File: src/rtl/uart_prog_loader_pkg.sv
// Shared command codes, parser state encoding and segment bit position for the
// UART programming loader.
package uart_prog_loader_pkg;

  localparam logic [7:0] PROG_CMD_INST = 8'h00;
  localparam logic [7:0] PROG_CMD_DATA = 8'h01;
  localparam logic [7:0] PROG_CMD_END  = 8'hFF;

  localparam int SEG_BIT = 14;

  typedef enum logic [2:0] {
    ST_IDLE   = 3'd0,
    ST_CNT_LO = 3'd1,
    ST_CNT_HI = 3'd2,
    ST_DATA   = 3'd3,
    ST_CSUM   = 3'd4,
    ST_DONE   = 3'd5
  } prog_state_t;

endpackage

File: src/rtl/prog_word_assembler.sv
// Collects four little-endian bytes into a 32-bit word; o_word_ready pulses
// combinationally in the cycle the fourth byte is accepted.
module prog_word_assembler (
  input  logic        clk,
  input  logic        reset,
  input  logic        i_clear,
  input  logic        i_byte_vld,
  input  logic [7:0]  i_byte,
  output logic [31:0] o_word,
  output logic        o_word_ready
);

  logic [1:0]  r_byte_cnt;
  logic [23:0] r_shift;

  always_ff @(posedge clk or posedge reset) begin
    if (reset) begin
      r_byte_cnt <= '0;
    end else if (i_clear) begin
      r_byte_cnt <= '0;
    end else if (i_byte_vld) begin
      r_byte_cnt <= r_byte_cnt + 2'd1;
    end
  end

  // Shift right so the first byte ends up in the least significant lane.
  always_ff @(posedge clk) begin
    if (i_byte_vld) begin
      r_shift <= {i_byte, r_shift[23:8]};
    end
  end

  assign o_word       = {i_byte, r_shift};
  assign o_word_ready = i_byte_vld && !i_clear && (r_byte_cnt == 2'd3);

endmodule

File: src/rtl/uart_prog_loader.sv
// Parses framed UART programming records into instruction/data memory writes.
// Optional trailing per-record checksum byte: define UART_PROG_LOADER_CHECKSUM_EN.
module uart_prog_loader
  import uart_prog_loader_pkg::*;
#(
  parameter int TIMEOUT_CYCLES = 1000000,
  parameter int MAX_WORDS      = 16384
) (
  input  logic        clk,
  input  logic        reset,
  input  logic [7:0]  rx_data,
  input  logic        rx_valid,
  output logic        upg_wen_o,
  output logic [14:0] upg_adr_o,
  output logic [31:0] upg_dat_o,
  output logic        upg_done_o,
  output logic        err_o,
  output logic        busy_o
);

  localparam int GAP_W = $clog2(TIMEOUT_CYCLES + 1);
  localparam logic [GAP_W-1:0] GAP_LAST = GAP_W'(TIMEOUT_CYCLES - 1);

  prog_state_t r_state, w_next_state;

  logic             r_seg;
  logic [7:0]       r_cnt_lo;
  logic [15:0]      r_count;
  logic [14:0]      r_word_idx;
  logic [GAP_W-1:0] r_gap;
  logic             r_wen;
  logic [14:0]      r_adr;
  logic [31:0]      r_dat;
  logic             r_err;

  logic [15:0] w_count;
  logic [14:0] w_idx_next;
  logic        w_busy;
  logic        w_timeout;
  logic        w_err_set;
  logic [31:0] w_word;
  logic        w_word_ready;

`ifdef UART_PROG_LOADER_CHECKSUM_EN
  logic [7:0] r_csum;
`endif

  prog_word_assembler u_asm (
    .clk          (clk),
    .reset        (reset),
    .i_clear      (r_state != ST_DATA),
    .i_byte_vld   (rx_valid && (r_state == ST_DATA)),
    .i_byte       (rx_data),
    .o_word       (w_word),
    .o_word_ready (w_word_ready)
  );

  assign w_count    = {rx_data, r_cnt_lo};
  assign w_idx_next = r_word_idx + 15'd1;
  assign w_busy     = (r_state == ST_CNT_LO) || (r_state == ST_CNT_HI) ||
                      (r_state == ST_DATA)   || (r_state == ST_CSUM);
  // A byte arriving on the terminal gap count takes priority over the abort.
  assign w_timeout  = w_busy && !rx_valid && (r_gap == GAP_LAST);

  always_ff @(posedge clk or posedge reset) begin
    if (reset) r_state <= ST_IDLE;
    else       r_state <= w_next_state;
  end

  always_comb begin
    w_next_state = r_state;
    w_err_set    = 1'b0;
    case (r_state)
      ST_IDLE: begin
        if (rx_valid) begin
          if (rx_data == PROG_CMD_INST || rx_data == PROG_CMD_DATA) w_next_state = ST_CNT_LO;
          else if (rx_data == PROG_CMD_END)                         w_next_state = ST_DONE;
          else                                                      w_err_set    = 1'b1;
        end
      end
      ST_CNT_LO: if (rx_valid) w_next_state = ST_CNT_HI;
      ST_CNT_HI: begin
        if (rx_valid) begin
          if (w_count == 16'd0) begin
            w_next_state = ST_IDLE;
          end else if (w_count > 16'(MAX_WORDS)) begin
            w_next_state = ST_IDLE;
            w_err_set    = 1'b1;
          end else begin
            w_next_state = ST_DATA;
          end
        end
      end
      ST_DATA: begin
        if (w_word_ready && ({1'b0, w_idx_next} == r_count)) begin
`ifdef UART_PROG_LOADER_CHECKSUM_EN
          w_next_state = ST_CSUM;
`else
          w_next_state = ST_IDLE;
`endif
        end
      end
      ST_CSUM: begin
`ifdef UART_PROG_LOADER_CHECKSUM_EN
        if (rx_valid) begin
          w_next_state = ST_IDLE;
          w_err_set    = (rx_data != r_csum);
        end
`else
        w_next_state = ST_IDLE;
`endif
      end
      ST_DONE: w_next_state = ST_DONE;
      default: w_next_state = ST_IDLE;
    endcase
    if (w_timeout) begin
      w_next_state = ST_IDLE;
      w_err_set    = 1'b1;
    end
  end

  always_ff @(posedge clk or posedge reset) begin
    if (reset) begin
      r_seg      <= 1'b0;
      r_cnt_lo   <= '0;
      r_count    <= '0;
      r_word_idx <= '0;
      r_gap      <= '0;
      r_wen      <= 1'b0;
      r_adr      <= '0;
      r_dat      <= '0;
      r_err      <= 1'b0;
    end else begin
      r_wen <= w_word_ready;
      if (w_err_set) r_err <= 1'b1;
      if (rx_valid || !w_busy || w_timeout) r_gap <= '0;
      else                                  r_gap <= r_gap + 1'b1;
      if (r_state == ST_IDLE && rx_valid) r_seg <= rx_data[0];
      if (r_state == ST_CNT_LO && rx_valid) r_cnt_lo <= rx_data;
      if (r_state == ST_CNT_HI && rx_valid) begin
        r_count    <= w_count;
        r_word_idx <= '0;
      end
      if (w_word_ready) begin
        r_adr      <= {r_seg, r_word_idx[SEG_BIT-1:0]};
        r_dat      <= w_word;
        r_word_idx <= w_idx_next;
      end
    end
  end

`ifdef UART_PROG_LOADER_CHECKSUM_EN
  // Running XOR over the count and payload bytes of the current record.
  always_ff @(posedge clk or posedge reset) begin
    if (reset) begin
      r_csum <= '0;
    end else if (rx_valid) begin
      if (r_state == ST_IDLE) r_csum <= '0;
      else if (r_state == ST_CNT_LO || r_state == ST_CNT_HI || r_state == ST_DATA)
        r_csum <= r_csum ^ rx_data;
    end
  end
`endif

  assign upg_wen_o  = r_wen;
  assign upg_adr_o  = r_adr;
  assign upg_dat_o  = r_dat;
  assign upg_done_o = (r_state == ST_DONE);
  assign err_o      = r_err;
  assign busy_o     = w_busy;

endmodule

File: config.mk
export PLATFORM = sky130hd
export DESIGN_NAME = uart_prog_loader
export DESIGN_NICKNAME = d
export VERILOG_FILES = /design/src/rtl/uart_prog_loader_pkg.sv /design/src/rtl/prog_word_assembler.sv /design/src/rtl/uart_prog_loader.sv
export SDC_FILE = /design/constraint.sdc
export NUM_CORES = 1
export LEC_CHECK = 0
export CORE_MARGIN = 5
export CORE_UTILIZATION = 61
export CTS_CLUSTER_DIAMETER = 50
export DETAILED_ROUTE_END_ITERATION = 6
export PLACE_DENSITY = 0.85
export SLEW_MARGIN = 40
export SYNTH_ARGS = -nofsm -noshare
export SYNTH_HDL_FRONTEND = slang
export SYNTH_SLANG_ARGS = --single-unit
File: constraint.sdc
create_clock -name clk -period 9.4 [get_ports clk]
set_input_delay 0.94 -clock clk [delete_from_list [all_inputs] [get_ports clk]]
set_output_delay 0.94 -clock clk [all_outputs]
set_load 0.02 [all_outputs]
==> qor.csv <==
stage,metric,value,unit
outcome,status,"finished, final reports clean",
worst_setup_path,slowest_stage,clkinv_2,
cells_and_area,area_delta_synth_final,20.9,%
floorplan,start_util,63.1,%
synthesis,yosys_warnings,0,
clocking,clock_path_buffers,2,
power_and_ir_drop,internal-power,1.31,mW
place,dp_slack,5.18,ns
power_and_ir_drop,vdd_drop_max,0.159,mV
sta,period_needed,3.91,ns
grt,grt_max_degree,84,
synthesis,synthArstFlopShare,82.6,%
worst_hold_path,holdCritStartpoint,u_asm.r_shift[1],
power_and_ir_drop,comb_power_share,19.8,%
sta,setup_tns,0,ns
clocking,worst_skew_pair.late_latency,0.53,ns
clocking,post_cts_resize_count,0,
worst_setup_path,critical_path_required,9.82,ns
place,io_buffers,61,
clocking,post_cts_buffers,0,
flow_run,maxCapViolations,0,
floorplan,die_w,111,µm
synthesis,yosysTopAreaCellShare,46.0,%
clocking,clk_pin_slew,0.06,ns
clocking,numCtsBuffers,17,
worst_setup_path,r2r-start,r_state[2],
sta,fin_ws,5.49,ns
power_and_ir_drop,power.density,252,nW/µm²
sta,setup_viol,0,
cells_and_area,nNetsFinal,697,
place,gp_congestion,0.890,
synthesis,synth_area_leaders,"dfrtp_1 (46%), nand2_1 (13%), edfxtp_1 (12%)",
synthesis,synth-edff-count,24,
synthesis,synth_area,6200,µm²
sta,fin_crit_sh,41.6,%
worst_setup_path,cp_slowest_stage_delay,0.81,ns
floorplan,rows,36,
power_and_ir_drop,p_sw_share,30.3,%
sta,tightest_slew,0.766,ns
sta,finalClockSkew,0.00542,ns
grt,antenna_found_initial,0,
clocking,cts_hold_repair.buffers,0,
synthesis,postSynthCellCount,635,
power_and_ir_drop,clkPwrFrac,37.0,%
cells_and_area,final_layout_size_suffix_gt1_share,8.05,%
grt,overflow,0,
grt,grt_pass1_wl,23500,µm
worst_setup_path,endpoint_kind,flip-flop,
worst_setup_path,cp_cell_sequence,clkdlybuf4s50_1 > nand2b_2 > or3_2 > buf_4 > clkinv_2 > nor2_1 > o21ai_0 > o41ai_1,
synthesis,syn_nets,649,
floorplan,die_y,111,µm
grt,first_global_vias,4814,
synthesis,avgSynthCellArea,9.76,µm²
sta,slew_viol_final,0,
synthesis,yosysTopAreaCell,dfrtp_1,
sta,slew_headroom,48.8,%
clocking,ctsRootBufferMaster,clkbuf_8,
floorplan,die_area,12300,µm²
detailed_routing,drt_first_pass_iters,7,
worst_setup_path,r2r_end,r_word_idx[10],
clocking,h-tree-depth,4,
worst_setup_path,arrival,4.34,ns
worst_setup_path,worstSetupPathType,in2reg,
power_and_ir_drop,power_switching,0.571,mW
worst_setup_path,crit_fanout,73,
synthesis,yosysMostFrequentCell,nand2_1,
detailed_routing,wl_per_cell,16.8,µm
worst_hold_path,worstHoldEndpoint,upg_dat_o[1],
detailed_routing,routed_wl,14000,µm
worst_setup_path,crit_family,buffers and inverters,
clocking,numClockSinks,138,
power_and_ir_drop,power_leakage,3.36,nW
cells_and_area,utilization,76.3,%
sta,rsz0062_at_grt,no,
synthesis,yosys_register_bits,138,
synthesis,ys_top_cells_by_count,"nand2_1 (210), dfrtp_1 (114), nor2_1 (37), clkbuf_1 (28), o21ai_0 (27)",
power_and_ir_drop,p_seq_share,43.1,%
worst_setup_path,worst-path-buf-inv,3,
sta,hold_viol,0,
cells_and_area,num_antenna_cells,0,
detailed_routing,drt-vias-per-instance,5.82,
synthesis,synth-main-ff-cell,dfrtp_1,
worst_setup_path,reg2reg_depth,7,
detailed_routing,drt_iter0_drc,314,
worst_setup_path,crit_path_start_kind,input port,
detailed_routing,vias,4827,
synthesis,ys_types,57,
floorplan,core_area,9820,µm²
place,dpl.hpwl,8900,µm
detailed_routing,ant_nets,0,
detailed_routing,drc,0,
grt,grt_usage,23.7,%
worst_setup_path,worst-r2r-setup-slack,5.87,ns
worst_hold_path,hold_class,reg2reg,
clocking,cts_tree,done,
worst_hold_path,min_delay_path_depth,2,
floorplan,ioPinCount,62,
synthesis,yosysSeqAreaShare,57.7,%
sta,timing.fmax,255,MHz
[through the flow]
stage,instances,hold slack (ns),area (µm²),total power [mW]
final,829,0.438,7490,1.89
after global routing,829,0.456,7490,1.98
after CTS,829,0.438,7490,1.89
after detailed placement,797,0.420,6860,1.18
after global placement,797,0.421,6850,1.16
after floorplan,635,0.415,6200,1.07
[power by group through the flow]
stage | registers (mW) | logic, mW | clock network, mW
after floorplan | 0.802 | 0.265 | 0
after global placement | 0.812 | 0.349 | 0
after detailed placement | 0.818 | 0.364 | 0
after CTS | 0.810 | 0.375 | 0.706
after global routing | 0.827 | 0.413 | 0.743
final | 0.813 | 0.374 | 0.698
[how the worst max path moves through the flow]
| stage | startpoint | to | slack [ns] | depth (start not counted) |
|---|---|---|---|---|
| final | rx_valid | r_word_idx[10] | 5.49 | 8 |
| after detailed placement | rx_valid | r_word_idx[4] | 5.18 | 8 |
| after global placement | rx_valid | r_word_idx[4] | 5.36 | 8 |
| after CTS | rx_valid | r_word_idx[10] | 5.73 | 8 |
| after global routing | rx_valid | r_word_idx[10] | 5.34 | 8 |
| after floorplan | reset | err_o | 5.44 | 1 |
[cell families (layout without fill, tap and decap cells)]
group / after synthesis / in the layout / synth area share, %
adder cells (fa/ha/maj): 3 / 3 / 0.606
AND/OR/NAND/NOR: 343 / 343 / 25.1
multiplexers: 13 / 13 / 2.30
buffers and inverters: 40 / 101 / 2.66
AO/OA/AOI/OAI: 62 / 62 / 6.36
flip-flops: 138 / 138 / 57.7
XOR/XNOR: 36 / 36 / 5.31
[worst reg2reg max path, cell delays in order, from the launching register on]
cell and delay [ns]:
dfrtp_1 0.58, nand2b_2 0.26, or3_2 0.13, buf_4 0.58
clkinv_2 0.82, nor2_1 0.76, o21ai_0 0.21, o41ai_1 0.09
[metal layers]
layer  GRT usage [%]  up-vias  wire [µm]
li1                -     2240          -
met1            29.1     2342       5630
met2            39.1      210       7090
met3            6.60       35        840
met4            10.4        0        392
met5               0        -          0
[flip-flops by register name, indices dropped and copies added (netlist names)]
name / flops
upg_wen_o: 1
r_gap: 20
upg_adr_o: 15
u_asm.r_shift: 24
r_count: 16
upg_dat_o: 32
u_asm.r_byte_cnt: 2
r_state: 3
err_o: 1
r_seg: 1
r_word_idx: 15
r_cnt_lo: 8
[layout by cell type (no fill, tap or decap), drive strengths merged, types with 3 or more instances in the layout]
master and n:
bufinv 4, and2 7, inv 11, nor2 37, nor3 8, and4 5, a31oi 4, nand2 211
a21oi 10, clkinvlp 3, nand3b 3, clkinv 3, ha 3, edfxtp 24, xnor2 18, nand3 24
nand4 8, mux2i 3, clkbuf 18, mux2 10, and3 8, nor4 7, o21ai 27, nor2b 6
o211ai 3, dfrtp 114, or3 8, xor2 17, o31ai 4, clkdlybuf4s50 61
[area by class of cell]
class / count / area, µm²
fill: 672 / 2330
multi-input combinational: 457 / 2470
sequential: 138 / 3570
timing repair buffer: 63 / 632
inverter: 6 / 26.3
clock buffer: 17 / 414
tap: 133 / 166
clock inverter: 15 / 210
(Power assumes the default switching activity.)
